`src/rtl/nes_video_pkg.sv`:
```
// Shared NES-on-VGA video timing defaults and the scanline scheduler state type.
package nes_video_pkg;
  localparam int V_ACTIVE_DEF = 480;
  localparam int V_TOT_DEF    = 523;
  localparam int NMI_LINE_DEF = 482;

  typedef enum logic [1:0] {
    ST_IDLE  = 2'd0,
    ST_BUSY  = 2'd1,
    ST_READY = 2'd2
  } sched_state_e;
endpackage

```
`src/rtl/scanline_edge_detect.sv`:
```
// One-cycle line event: DrawX wraps back to 0 from any nonzero value.
module scanline_edge_detect (
  input  logic        Clk,
  input  logic        Reset,
  input  logic [10:0] DrawX,
  output logic        line_ev
);
  logic [10:0] prev_x_q, prev_x_d;

  always_comb prev_x_d = DrawX;

  always_ff @(posedge Clk or posedge Reset) begin
    if (Reset) prev_x_q <= '0;
    else       prev_x_q <= prev_x_d;
  end

  assign line_ev = (DrawX == 11'd0) && (prev_x_q != 11'd0);
endmodule

```
`src/rtl/scanline_scheduler.sv`:
```
// Schedules PPU line renders against VGA scan-out: each NES line is shown on two
// VGA lines, banks swap on even lines, and a late PPU is flagged as an overrun.
module scanline_scheduler
  import nes_video_pkg::*;
#(
  parameter int V_ACTIVE = V_ACTIVE_DEF,
  parameter int V_TOT    = V_TOT_DEF,
  parameter int NMI_LINE = NMI_LINE_DEF
) (
  input  logic        Clk,
  input  logic        Reset,
  input  logic [10:0] DrawX,
  input  logic [10:0] DrawY,
  input  logic        frame_en,
  input  logic        ppu_line_done,
  output logic        ppu_line_start,
  output logic [7:0]  ppu_line_num,
  output logic        wr_bank,
  output logic        rd_bank,
  output logic        nmi_pulse,
  output logic        overrun,
  output logic [7:0]  overrun_cnt,
  output logic        busy
);
  localparam logic [10:0] VA    = 11'(V_ACTIVE);
  localparam logic [10:0] VA_M2 = 11'(V_ACTIVE - 2);
  localparam logic [10:0] VT    = 11'(V_TOT);
  localparam logic [10:0] NMI_Y = 11'(NMI_LINE);

  sched_state_e state_q, state_d;
  logic       wr_bank_q, wr_bank_d;
  logic [7:0] num_q, num_d;
  logic [7:0] cnt_q, cnt_d;
  logic       start_q, start_d;
  logic       ovr_q, ovr_d;
  logic       nmi_q, nmi_d;
  logic       line_ev, in_time, swap_line;

  scanline_edge_detect u_edge (
    .Clk     (Clk),
    .Reset   (Reset),
    .DrawX   (DrawX),
    .line_ev (line_ev)
  );

  always_comb begin
    state_d   = state_q;
    wr_bank_d = wr_bank_q;
    num_d     = num_q;
    cnt_d     = cnt_q;
    start_d   = 1'b0;
    ovr_d     = 1'b0;
    nmi_d     = line_ev && (DrawY == NMI_Y);
    // A done arriving on the swap cycle itself still counts as in time.
    in_time   = (state_q == ST_READY) || ((state_q == ST_BUSY) && ppu_line_done);
    swap_line = !DrawY[0] && (DrawY < VA);

    if ((state_q == ST_BUSY) && ppu_line_done) state_d = ST_READY;

    if (line_ev) begin
      if ((DrawY == VT) && frame_en) begin
        start_d = 1'b1;
        num_d   = 8'd0;
        state_d = ST_BUSY;
      end else begin
        if (swap_line) begin
          if (in_time) begin
            wr_bank_d = ~wr_bank_q;
          end else if (state_q == ST_BUSY) begin
            ovr_d = 1'b1;
            if (cnt_q != 8'hFF) cnt_d = cnt_q + 8'd1;
          end
          if ((DrawY < VA_M2) && frame_en && (state_q != ST_IDLE)) begin
            start_d = 1'b1;
            num_d   = DrawY[8:1] + 8'd1;
            state_d = ST_BUSY;
          end else if (DrawY == VA_M2) begin
            state_d = ST_IDLE;
          end
        end
        if (!frame_en) state_d = ST_IDLE;
      end
    end
  end

  always_ff @(posedge Clk or posedge Reset) begin
    if (Reset) begin
      state_q   <= ST_IDLE;
      wr_bank_q <= 1'b0;
      num_q     <= '0;
      cnt_q     <= '0;
      start_q   <= 1'b0;
      ovr_q     <= 1'b0;
      nmi_q     <= 1'b0;
    end else begin
      state_q   <= state_d;
      wr_bank_q <= wr_bank_d;
      num_q     <= num_d;
      cnt_q     <= cnt_d;
      start_q   <= start_d;
      ovr_q     <= ovr_d;
      nmi_q     <= nmi_d;
    end
  end

  assign ppu_line_start = start_q;
  assign ppu_line_num   = num_q;
  assign wr_bank        = wr_bank_q;
  assign rd_bank        = ~wr_bank_q;
  assign nmi_pulse      = nmi_q;
  assign overrun        = ovr_q;
  assign overrun_cnt    = cnt_q;
  assign busy           = (state_q == ST_BUSY);
endmodule

```
`config.mk`:
```
export PLATFORM = sky130hd
export DESIGN_NAME = scanline_scheduler
export DESIGN_NICKNAME = d
export VERILOG_FILES = /design/src/rtl/nes_video_pkg.sv /design/src/rtl/scanline_edge_detect.sv /design/src/rtl/scanline_scheduler.sv
export SDC_FILE = /design/constraint.sdc
export NUM_CORES = 1
export LEC_CHECK = 0
export CAP_MARGIN = 25
export CORE_UTILIZATION = 30
export CTS_CLUSTER_SIZE = 28
export DETAILED_ROUTE_END_ITERATION = 10
export PLACE_DENSITY_LB_ADDON = 0.25
export SLEW_MARGIN = 20
export SYNTH_ARGS = -nofsm -noshare
export SYNTH_HDL_FRONTEND = slang
export SYNTH_SLANG_ARGS = --single-unit
```
`constraint.sdc`:
```
create_clock -name Clk -period 2.5 [get_ports Clk]
set_input_delay 0.25 -clock Clk [delete_from_list [all_inputs] [get_ports Clk]]
set_output_delay 0.25 -clock Clk [all_outputs]
set_load 0.005 [all_outputs]
```
==> results of run 1 <==
-- through the flow --
| step | power [mW] | util (%) | cell area (sq um) |
|---|---|---|---|
| after floorplan | 0.587 | - | 1560 |
| final | 1.02 | 45.5 | 2200 |
| after global placement | 0.648 | 43.7 | 2120 |
| after CTS | 1.04 | 45.5 | 2200 |
| after global routing | 1.08 | 45.5 | 2200 |
| after detailed placement | 0.650 | 43.7 | 2120 |
-- power by group through the flow --
stage	logic, mW	clock network [mW]	registers, mW
detailed placement	0.0933	0	0.557
global placement	0.0919	0	0.556
global route	0.101	0.430	0.547
CTS	0.0936	0.402	0.547
finish	0.0917	0.380	0.547
floorplan	0.0307	0	0.556
-- metal layers --
| metal | share of wire (%) | vias up | wire length, um |
|---|---|---|---|
| li1 | - | 563 | - |
| met1 | 43 | 589 | 1450 |
| met2 | 50 | 29 | 1670 |
| met3 | 4.6 | 5 | 154 |
| met4 | 1.5 | 0 | 51 |
| met5 | 0 | - | 0 |
-- worst min-delay path: stages --
cell,delay [ns]
clkdlybuf4s50_1,0.39
inv_1,0.05
buf_4,0.36
-- synthesized netlist by cell type (2+ instances only) --
cell       count
a21oi_1        2
and3_1         3
ha_1           2
nand2_1        7
nand4_1        2
o2bb2ai_1      7
nor4_1         2
o21ai_0        3
nor3_1         3
dfrtp_1       33
nor3_2         3
nor2_1         3
xnor2_1        7
xor2_1         7
nor4_2         7
nand3_1        6
nand3_2        2
inv_1          4
nand2b_1       2
-- layout make-up --
cell class / count / area (sq um)
clock buffer: 5 / 68.8
clock inverter: 3 / 17.5
fill: 467 / 2640
inverter: 5 / 18.8
multi-input combinational: 85 / 712
sequential: 33 / 826
tap: 67 / 83.8
timing repair buffer: 48 / 478
-- logic make-up (layout without fill, tap and decap cells) --
family | after synthesis | count (layout) | share of synthesized area [%]
buffers and inverters | 5 | 61 | 1.21
adders and majority gates | 2 | 2 | 1.61
and+or+nand+nor | 50 | 50 | 25.0
muxes | 2 | 2 | 1.45
xor gates and xnor gates | 14 | 14 | 7.88
DFF | 33 | 33 | 53.1
AOI/OAI and AO/OA | 17 | 17 | 9.81
-- state kept, by name, summed over array words and instances, names as in the netlist --
register,flops
overrun_cnt,8
wr_bank,1
state_q,2
u_edge.prev_x_q,11
overrun,1
nmi_pulse,1
ppu_line_num,8
ppu_line_start,1
-- worst max path at each step --
stage	start	to
floorplan	overrun_cnt[0]$_DFFE_PP0P_	overrun_cnt[1]$_DFFE_PP0P_
global placement	DrawX[0]	overrun_cnt[1]$_DFFE_PP0P_
detailed placement	DrawX[0]	overrun_cnt[1]$_DFFE_PP0P_
CTS	overrun_cnt[0]$_DFFE_PP0P_	overrun_cnt[1]$_DFFE_PP0P_
global route	DrawX[0]	ppu_line_num[7]$_DFFE_PP0P_
finish	overrun_cnt[0]$_DFFE_PP0P_	overrun_cnt[1]$_DFFE_PP0P_
==> results by group, run 1 <==
Clocking
  • Reg clk slew, reported paths: 0.07 ns
  • CTS Sinks: 33
  • H-tree depth: 2
  • Resized cells post-CTS: 0
  • Num CTS Buffers: 5
  • Setup Buffers After CTS: 0
  • Root Buffer: clkbuf_8
  • Worst skew pair latency: 0.28 ns
  • CTS tree: built
  • Clock buffer depth: 2
  • CTS Hold Bufs: 0

Logic synthesis
  • Synthesized area per cell: 12.7 sq um
  • Top FF cell, synth: dfrtp_1
  • Post-synthesis cell type count: 37
  • Synth area leaders: dfrtp_1 (53%), nor4_2 (5.6%), o2bb2ai_1 (3.9%), xnor2_1 (3.9%), xor2_1 (3.9%)
  • Share of flip-flops with an asynchronous set or reset: 100%
  • Area leader, netlist: dfrtp_1
  • FF+latch count, synth: 33
  • Register area share after synthesis: 53.1%
  • Synthesized Nets: 151
  • Warnings, synthesis: 0
  • Synth Instances: 123
  • Cell Area, Synth: 1560 sq um
  • Synth top area share: 53.1%
  • Number of enable flip-flop cells after synthesis: 0

Pwr
  • Clock power share: 37.3%
  • P_leak: 0.883 nW
  • Int Pwr: 0.783 mW
  • Power per Cell Area: 462 nW/um^2
  • Worst VDD drop: 0.302 mV
  • Sw frac: 23.2%
  • Part of the power in combinational logic: 9.0%
  • Net Switching: 0.236 mW
  • Sequential Power Share: 53.7%

Timing
  • Final worst setup slack: 0.600 ns
  • Final min period: 1.90 ns
  • Final setup fails: 0
  • Slew Limit Fails: 0
  • Maximum clock frequency: 526 MHz
  • Setup_tns: 0 ns
  • Worst Tran Pin Value: 0.437 ns
  • Endpoints failing hold: 0
  • RSZ-0062 raised after global routing: no
  • Hold slack: 0.356 ns
  • Period utilization: 76.0%
  • Clock skew: 0.00830 ns
  • Max_slew headroom: 70.8%

Floorplan
  • Die area: 5480 sq um
  • Initial Util: 32.1%
  • Die height: 74.0 um
  • I/O Pins: 48
  • Overall die width: 74.0 um
  • Rows: 25
  • Core Footprint: 4850 sq um

Setup path
  • Worst R2R Start: overrun_cnt[0]$_DFFE_PP0P_
  • Worst-path cell chain: ha_1, and3_1, a211o_2, nor3_2, mux2_1
  • CP max stage cell: dfrtp_1
  • CP Capture Type: flop
  • Critical path's top delay family: flip-flops
  • Stages on worst setup path: 5
  • Crit-path max FO: 5
  • Register-to-Register Path Depth: 5
  • CP Data Arrival Time: 2.06 ns
  • CP Launch Type: flop
  • Worst r2r dst: overrun_cnt[1]$_DFFE_PP0P_
  • CP required: 2.66 ns
  • Crit path buf inv count: 0
  • Slowest Stage Delay on Critical Path: 0.43 ns
  • Reg2reg setup slack: 0.60 ns
  • WS Path Type: reg2reg

Worst hold path
  • Hold/Removal Path Class: in2async

Cells and area
  • Count of non-filler cells in the finished layout: 246
  • Commonest non-fill, non-tap cell in the layout: clkdlybuf4s50_1
  • Nets: 206
  • Layout area overhead: 41.6%
  • Layout cell share with drive strength beyond 1: 17.9%
  • Commonest cells after routing, fill and taps aside: clkdlybuf4s50_1 (47), dfrtp_1 (33)
  • N_diodes: 0

Placement
  • I/O Buffers: 47
  • Detailed placement HPWL: 2600 um
  • Pre-CTS setup slack: 0.299 ns
  • Cell count after placement: 238
  • Placer Congestion: 0.764

Run status
  • Status: complete, no violations

Run
  • Max capacitance violation total: 0

Global routing
  • Vias in the first global route: 1236
  • Met2 Usage GRT: 22.6%
  • GRT Max-Usage Layer: met2
  • Largest net degree at the start of global routing: 34
  • Gr ovfl total: 0
  • First-pass GRT wire length: 5830 um
  • Global Route Usage Sum: 14.3%
  • Initial antenna violation count: 0
  • M1 GR Usage: 18.0%
  • Met3 Use GR: 4.34%

Routing
  • DRT Pass-1 Iters: 4
  • Via count: 1186
  • Drt wl/cell: 13.5 um
  • WL final: 3320 um
  • DR iter-0 viols: 92
  • ANT nets after route: 0
  • Drt drc: 0
  • Via density: 4.82
Note: power is estimated with default switching activity, not from simulation.
==> inputs of run 2 (changes only) <==
==> constraint.sdc (replaced) <==
create_clock -name Clk -period 1.7 [get_ports Clk]
set_input_delay 0.17 -clock Clk [delete_from_list [all_inputs] [get_ports Clk]]
set_output_delay 0.17 -clock Clk [all_outputs]
set_load 0.005 [all_outputs]
==> results by group, run 2 (synthesis gave the netlist of run 1 again) <==
Run status
  • Status: complete, no violations

Cells and area
  • Max reg flops: 11
  • Final core utilization: 52.0%
  • Register with the most flip-flops: u_edge.prev_x_q
  • Commonest non-fill, non-tap cell in the layout: clkdlybuf4s50_1
  • Layout cell share with drive strength beyond 1: 32.7%
  • Commonest cells after routing, fill and taps aside: clkdlybuf4s50_1 (41), dfrtp_1 (33), buf_4 (29)
  • Layout area overhead: 62.0%
  • Nets: 235
  • N_diodes: 0
  • Count of non-filler cells in the finished layout: 275

Placement
  • Placer Congestion: 0.795
  • Detailed placement HPWL: 2800 um
  • Pre-CTS setup slack: -0.374 ns
  • I/O Buffers: 47
  • Cell count after placement: 262

Routing
  • WL final: 3800 um
  • Drt drc: 0
  • DR iter-0 viols: 73
  • Via density: 4.67
  • ANT nets after route: 0
  • DRT Pass-1 Iters: 4
  • Drt wl/cell: 13.8 um
  • Via count: 1285

Pwr
  • Worst VDD drop: 0.328 mV
  • P_leak: 1.12 nW
  • Power per Cell Area: 612 nW/um^2
  • Pwr Total: 1.54 mW

Timing
  • Slew Limit Fails: 0
  • Clock skew: 0.00275 ns
  • Worst Tran Pin Value: 0.414 ns
  • Maximum clock frequency: 591 MHz
  • Max_slew headroom: 72.4%
  • Final setup fails: 0
  • Final min period: 1.69 ns
  • Final worst setup slack: 0.00680 ns
  • Endpoints failing hold: 0
  • RSZ-0062 raised after global routing: yes
  • Period utilization: 99.6%
  • Hold slack: 0.0459 ns

Global routing
  • Largest net degree at the start of global routing: 34
  • Global Route Usage Sum: 14.8%
  • Initial antenna violation count: 0
  • First-pass GRT wire length: 6040 um
  • Vias in the first global route: 1284
  • Gr ovfl total: 0

Floorplan
  • Initial Util: 32.1%
  • Die area: 5480 sq um
  • Die height: 74.0 um
  • Rows: 25
  • I/O Pins: 48
  • Overall die width: 74.0 um
  • Core Footprint: 4850 sq um

Setup path
  • CP Data Arrival Time: 1.90 ns
  • CP Launch Type: flop
  • Crit-path max FO: 4
  • CP Capture Type: flop
  • WS Path Type: reg2reg
  • CP required: 1.91 ns

Clocking
  • Clock buffer depth: 2
  • H-tree depth: 2
  • Reg clk slew, reported paths: 0.07 ns
  • CTS Hold Bufs: 0
  • CTS tree: built
  • Worst skew pair latency: 0.28 ns
  • Num CTS Buffers: 5
  • CTS Sinks: 33
  • Root Buffer: clkbuf_8

Run
  • Max capacitance violation total: 0

Worst hold path
  • Hold/Removal Path Class: in2reg
==> run 2: cell count changes in the layout (fill, tap and decap cells not counted), sizes merged <==
cell / before / now
buf: 1 / 30
clkdlybuf4s50: 47 / 41
dlymetal6s2s: 0 / 6
==> run 2: final timing paths <==
path	start	to	slack, ns	cells past startpoint
hold / removal	DrawX[6]	u_edge.prev_x_q[6]$_DFF_PP0_	0.05	1
hold reg to reg	ppu_line_num[6]$_DFFE_PP0P_	ppu_line_num[6]$_DFFE_PP0P_	0.50	1
max in group asynchronous	Reset	ppu_line_num[7]$_DFFE_PP0P_	1.13	3
setup reg to reg	overrun_cnt[1]$_DFFE_PP0P_	overrun_cnt[2]$_DFFE_PP0P_	0.007	7
setup / recovery	overrun_cnt[1]$_DFFE_PP0P_	overrun_cnt[2]$_DFFE_PP0P_	0.007	7
min in group asynchronous	Reset	ppu_line_num[0]$_DFFE_PP0P_	0.27	3
==> run 2: layout make-up <==
class / count / area (sq um)
well taps: 67 / 83.8
clock buffers: 5 / 68.8
multi-input cells: 85 / 783
clock inverters: 3 / 17.5
repair buffers: 77 / 723
inverters: 5 / 18.8
flip-flops and latches: 33 / 826
fillers: 419 / 2330
==> run 2: power breakdown <==
group / internal (mW) / switching (mW) / total (mW)
combinational: 0.0902 / 0.0723 / 0.162
clock: 0.282 / 0.295 / 0.577
sequential: 0.798 / 0.00541 / 0.804
total: 1.17 / 0.373 / 1.54
==> run 2: metal layers <==
layer | global-route usage (%) | part of all wire (%) | vias up
met3 | 4.34 | 5.1 | 5
met1 | 18.0 | 42 | 622
met4 | 5.34 | 1.2 | 0
met2 | 24.9 | 52 | 34
li1 | - | - | 624
met5 | 0 | 0 | -
==> run 2: what timing repair did <==
| action | 4_1_cts | 5_1_grt |
|---|---|---|
| pin swaps | 3 | 6 |
| hold endpoints to repair | 0 | 0 |
| setup buffers | 1 | 4 |
| endpoints found under the setup margin | 12 | 19 |
| resized for setup | 4 | 13 |
==> run 2: metrics by stage <==
stage | TNS, ns | cell area [sq um]
6_report | 0 | 2520
5_1_grt | -0.209 | 2520
4_1_cts | -0.100 | 2430
3_5_place_dp | -5.14 | 2310
3_3_place_gp | -4.46 | 2310
2_1_floorplan | -0.00923 | 1570
==> run 2: critical path: stages (launching register included) <==
cell,delay [ns]
dfrtp_1,0.39
ha_2,0.20
and3_4,0.15
a211o_4,0.36
nor2_4,0.10
buf_4,0.13
and3_1,0.16
xor2_1,0.13
==> edit 1, RTL diff (settings of run 2) <==
Register the inputs `DrawX`, `DrawY`, `frame_en` and `ppu_line_done` before use. The logic sees them one clock later. Comments in the files are not updated.
--- a/src/rtl/scanline_scheduler.sv
+++ b/src/rtl/scanline_scheduler.sv
@@ -29,2 +29,14 @@
 
+  logic [10:0] DrawX_q;
+  logic [10:0] DrawY_q;
+  logic frame_en_q;
+  logic ppu_line_done_q;
+
+  always_ff @(posedge Clk) begin
+    DrawX_q         <= DrawX;
+    DrawY_q         <= DrawY;
+    frame_en_q      <= frame_en;
+    ppu_line_done_q <= ppu_line_done;
+  end
+
   sched_state_e state_q, state_d;
@@ -41,3 +53,3 @@
     .Reset   (Reset),
-    .DrawX   (DrawX),
+    .DrawX   (DrawX_q),
     .line_ev (line_ev)
@@ -52,11 +64,11 @@
     ovr_d     = 1'b0;
-    nmi_d     = line_ev && (DrawY == NMI_Y);
+    nmi_d     = line_ev && (DrawY_q == NMI_Y);
     // A done arriving on the swap cycle itself still counts as in time.
-    in_time   = (state_q == ST_READY) || ((state_q == ST_BUSY) && ppu_line_done);
-    swap_line = !DrawY[0] && (DrawY < VA);
+    in_time   = (state_q == ST_READY) || ((state_q == ST_BUSY) && ppu_line_done_q);
+    swap_line = !DrawY_q[0] && (DrawY_q < VA);
 
-    if ((state_q == ST_BUSY) && ppu_line_done) state_d = ST_READY;
+    if ((state_q == ST_BUSY) && ppu_line_done_q) state_d = ST_READY;
 
     if (line_ev) begin
-      if ((DrawY == VT) && frame_en) begin
+      if ((DrawY_q == VT) && frame_en_q) begin
         start_d = 1'b1;
@@ -72,7 +84,7 @@
           end
-          if ((DrawY < VA_M2) && frame_en && (state_q != ST_IDLE)) begin
+          if ((DrawY_q < VA_M2) && frame_en_q && (state_q != ST_IDLE)) begin
             start_d = 1'b1;
-            num_d   = DrawY[8:1] + 8'd1;
+            num_d   = DrawY_q[8:1] + 8'd1;
             state_d = ST_BUSY;
-          end else if (DrawY == VA_M2) begin
+          end else if (DrawY_q == VA_M2) begin
             state_d = ST_IDLE;
@@ -80,3 +92,3 @@
         end
-        if (!frame_en) state_d = ST_IDLE;
+        if (!frame_en_q) state_d = ST_IDLE;
       end
Check against the original RTL: not equivalent (a bounded check fails within 4 cycles, from zero or initial values and one cycle with Reset high).
==> edit 1 against run 2 <==
  * Largest power group unchanged
  * Largest cell class unchanged
  * Fmax is 1.8% lower
  * Design area rose by 23%
  * Clock power rose by 130%
  * Global-route usage shrank 1.7 points
  * The flow now finishes with violations (setup timing)
  * Critical path type unchanged
  * Power is 88% higher
  * Area after synthesis rose by 25%
  * Wire length increased by 2.2%
  * Sequential cell count up 24
  * Clock skew up 5.8 ps
  * Critical endpoint is now ppu_line_num[7]
  * Count of clock-buffer cells in the layout increased by 5
  * Setup slack worse by 31 ps
==> edit 1: results (changes against run 2) <==
stage	metric	value	unit	change
pwr	P per Cell Area	935	nW/um^2	was 612 nW/um^2
logic_synthesis	ys async rst share	57.9	%	was 100%
final_layout	Clock Buffer Count	10		was 5
sta	final setup vio count	5		was 0
final_layout	clock-cell share of area	6.79	%	was 3.42%
route	wl on met1	1.80	mm	was 1.59 mm
logic_synthesis	top area cells in the synthesized netlist	dfrtp_1 42%, dfxtp_1 25%, xor2_1 4.9%, nor4_1 3.9%, a22o_1 2.7%		was dfrtp_1 53%, nor4_2 5.6%, o2bb2ai_1 3.9%, xnor2_1 3.9%, xor2_1 3.9%
logic_synthesis	register area share after synthesis	67.0	%	was 53.1%
clock_tree	cts bufs inserted	9		was 5
final_layout	Seq cells	57		was 33
run_status	status	finished, violations left		was finished, final reports clean
clock_tree	H-tree depth	3		was 2
final_layout	multi-input combinational gate total	84		was 85
critical_path	slack of the worst reg-to-reg path	-20	ps	was 7 ps
final_layout	layout cells sized above 1	30.8	%	was 32.7%
critical_path	Critical Path AT	1940	ps	was 1900 ps
sta	final worst slack	-24.4	ps	was 6.80 ps
critical_path	Slowest-stage cell, CP	or3_4		was dfrtp_1
grt	GRT met1 Usage	16.8	%	was 18.0%
clock_tree	# resized after CTS	8		was 4
clock_tree	latest clock arrival within the worst-skew pair	330	ps	was 280 ps
run_status	failing checks	setup timing		
route	met3 wire length	208	um	was 195 um
logic_synthesis	syn nets	176		was 151
critical_path	slowest stage delay, CP	370	ps	was 390 ps
edit 1: tightest hold or removal path: cells and delay by family:
| kind | cells | cell delay, ps |
|---|---|---|
| buffers and inverters | 3 | 820 |
edit 1: per-stage QoR:
stage / area, um^2 / std cells
after CTS: 2950 / 310
after floorplan: 1960 / 148
after global placement: 2690 / 293
after detailed placement: 2690 / 293
final: 3100 / 317
after global routing: 3100 / 317
edit 1: worst min path at each step:
stage,slack (ps),endpoint,start
global placement,340,u_edge.prev_x_q[7],DrawX_q[7]
detailed placement,340,u_edge.prev_x_q[7],DrawX_q[7]
finish,240,u_edge.prev_x_q[3],Reset
floorplan,200,DrawX_q[0],DrawX[0]
global route,260,DrawX_q[1],DrawX[1]
CTS,240,overrun_cnt[2],Reset
edit 1: cell families after synthesis:
family	synth area share, %
AND/OR/NAND/NOR	15.8
adder cells (fa/ha/maj)	1.28
flip-flops	67.0
multiplexers	2.70
buffers and inverters	1.67
XOR/XNOR	6.29
AO/OA/AOI/OAI	5.26
==> edit 2, RTL diff (settings of run 2) <==
Made on the original files. Reset style: synchronous (`Reset`), changed in 2 clocked blocks.
--- a/src/rtl/scanline_edge_detect.sv
+++ b/src/rtl/scanline_edge_detect.sv
@@ -11,3 +11,3 @@
 
-  always_ff @(posedge Clk or posedge Reset) begin
+  always_ff @(posedge Clk) begin
     if (Reset) prev_x_q <= '0;
--- a/src/rtl/scanline_scheduler.sv
+++ b/src/rtl/scanline_scheduler.sv
@@ -85,3 +85,3 @@
 
-  always_ff @(posedge Clk or posedge Reset) begin
+  always_ff @(posedge Clk) begin
     if (Reset) begin
Formal check against the unedited RTL: differs if Reset is asserted again (counterexample within 4 cycles, from zero or initial values and one cycle with Reset high); with Reset held inactive, the same outputs for 10 cycles.
==> edit 2 against run 2 <==
  * The flow now finishes with violations (setup timing)
  * Final cell count increased by 15%
  * Setup slack worse by 41 ps
  * Sequential share of layout area down 6.1 points
  * Clock skew is 1.8 ps higher
  * Wire length grew 5.5%
  * Sequential cell count did not move
  * Power decreased by 0.71%
  * Area after synthesis is 4.0% lower
  * Design area down 1.7%
  * Fmax down 2.4%
  * Largest cell class is now multi-input gates
==> edit 2: results (changes against run 2) <==
stage	metric	value	unit	change
pwr	Leak	0.984	nW	was 1.12 nW
hold_path	Hold Path Origin	DrawX[10]		was DrawX[6]
route	met3 wire length	184	um	was 195 um
grt	GRT met1 Usage	20.8	%	was 18.0%
sta	Max-slew headroom	72.7	%	was 72.4%
place	hpwl dp	2.96	mm	was 2.80 mm
final_layout	Layout Nets	277		was 235
place	Placement Setup Slack	-574	ps	was -374 ps
hold_path	Hold EP	u_edge.prev_x_q[10]		was u_edge.prev_x_q[6]
sta	Layout Skew	4.57	ps	was 2.75 ps
logic_synthesis	top area cells in the synthesized netlist	dfxtp_1 44%, nor2b_1 6.7%, o2bb2ai_1 4.7%, nand3_1 3.4%, a21oi_1 3.0%		was dfrtp_1 53%, nor4_2 5.6%, o2bb2ai_1 3.9%, xnor2_1 3.9%, xor2_1 3.9%
run_status	status	finished, violations left		was finished, final reports clean
critical_path	slowest stage delay, CP	410	ps	was 390 ps
logic_synthesis	syn nets	190		was 151
logic_synthesis	Distinct cells, synth	38		was 37
critical_path	Critical Path AT	1950	ps	was 1900 ps
place	dpl cells	303		was 262
logic_synthesis	Syn Inst Count	162		was 123
final_layout	fill count	470		was 419
route	Total Wirelength	4.01	mm	was 3.80 mm
grt	gr usage total	16.7	%	was 14.8%
logic_synthesis	ys async rst share	0	%	was 100%
run_status	failing checks	setup timing		
logic_synthesis	xor and xnor area share after synthesis	3.52	%	was 7.88%
sta	setup_tns	-154	ps	was 0 ps
route	met2 WL	1.82	mm	was 1.97 mm
place	placed inst area	2270	um^2	was 2310 um^2
logic_synthesis	multiplexer share of the synthesized area	0	%	was 1.45%
critical_path	Worst Setup EP	overrun_cnt[0]		was overrun_cnt[2]
critical_path	crit path max fanout	6		was 4
grt	largest net degree at the start of global routing	13		was 34
sta	final worst slack	-34.7	ps	was 6.80 ps
grt	vias in the first global route	1553		was 1284
logic_synthesis	adder-cell share of the synthesized area	1.68	%	was 1.61%
pwr	worst vdd ir	332	uV	was 328 uV
sta	final setup vio count	6		was 0
place	placer congestion estimate	0.773		was 0.795
grt	grt met3 use	4.03	%	was 4.34%
hold_path	Worst Hold Depth	2		was 1
route	routed length per instance	12.6	um	was 13.8 um
grt	met2 Use GR	26.7	%	was 24.9%
route	wl on met1	1.93	mm	was 1.59 mm
critical_path	R2R cell count	6		was 7
[edit 2: cell count changes after synthesis, sizes merged, moves of 4 or more]
cell / change
dfxtp: +33
or3: +4
nor4: -5
nor2b: +16
a21oi: +8
dfrtp: -33
or4: +6
xor2: -5
clkbuf: +4
o31ai: +6
[edit 2: where the power goes]
part           internal, mW  switching (mW)
clock network         0.282           0.291
logic                0.0967          0.0717
registers             0.787         0.00449
[edit 2: final cells by class]
cell class | instances | area, um^2 | share of cell area [%]
Clock buffer | 5 | 68.8 | 2.78
Clock inverter | 3 | 17.5 | 0.707
Inverter | 5 | 18.8 | 0.757
Multi-Input combinational cell | 119 | 873 | 35.2
Sequential cell | 33 | 662 | 26.7
Tap cell | 67 | 83.8 | 3.38
Timing Repair Buffer | 85 | 754 | 30.4
[edit 2: what timing repair did]
action	4_1_cts	5_1_grt
cloned	1	0
setup buffers	4	1
resized for setup	23	11
pin swaps	15	11
setup endpoints to repair	18	19
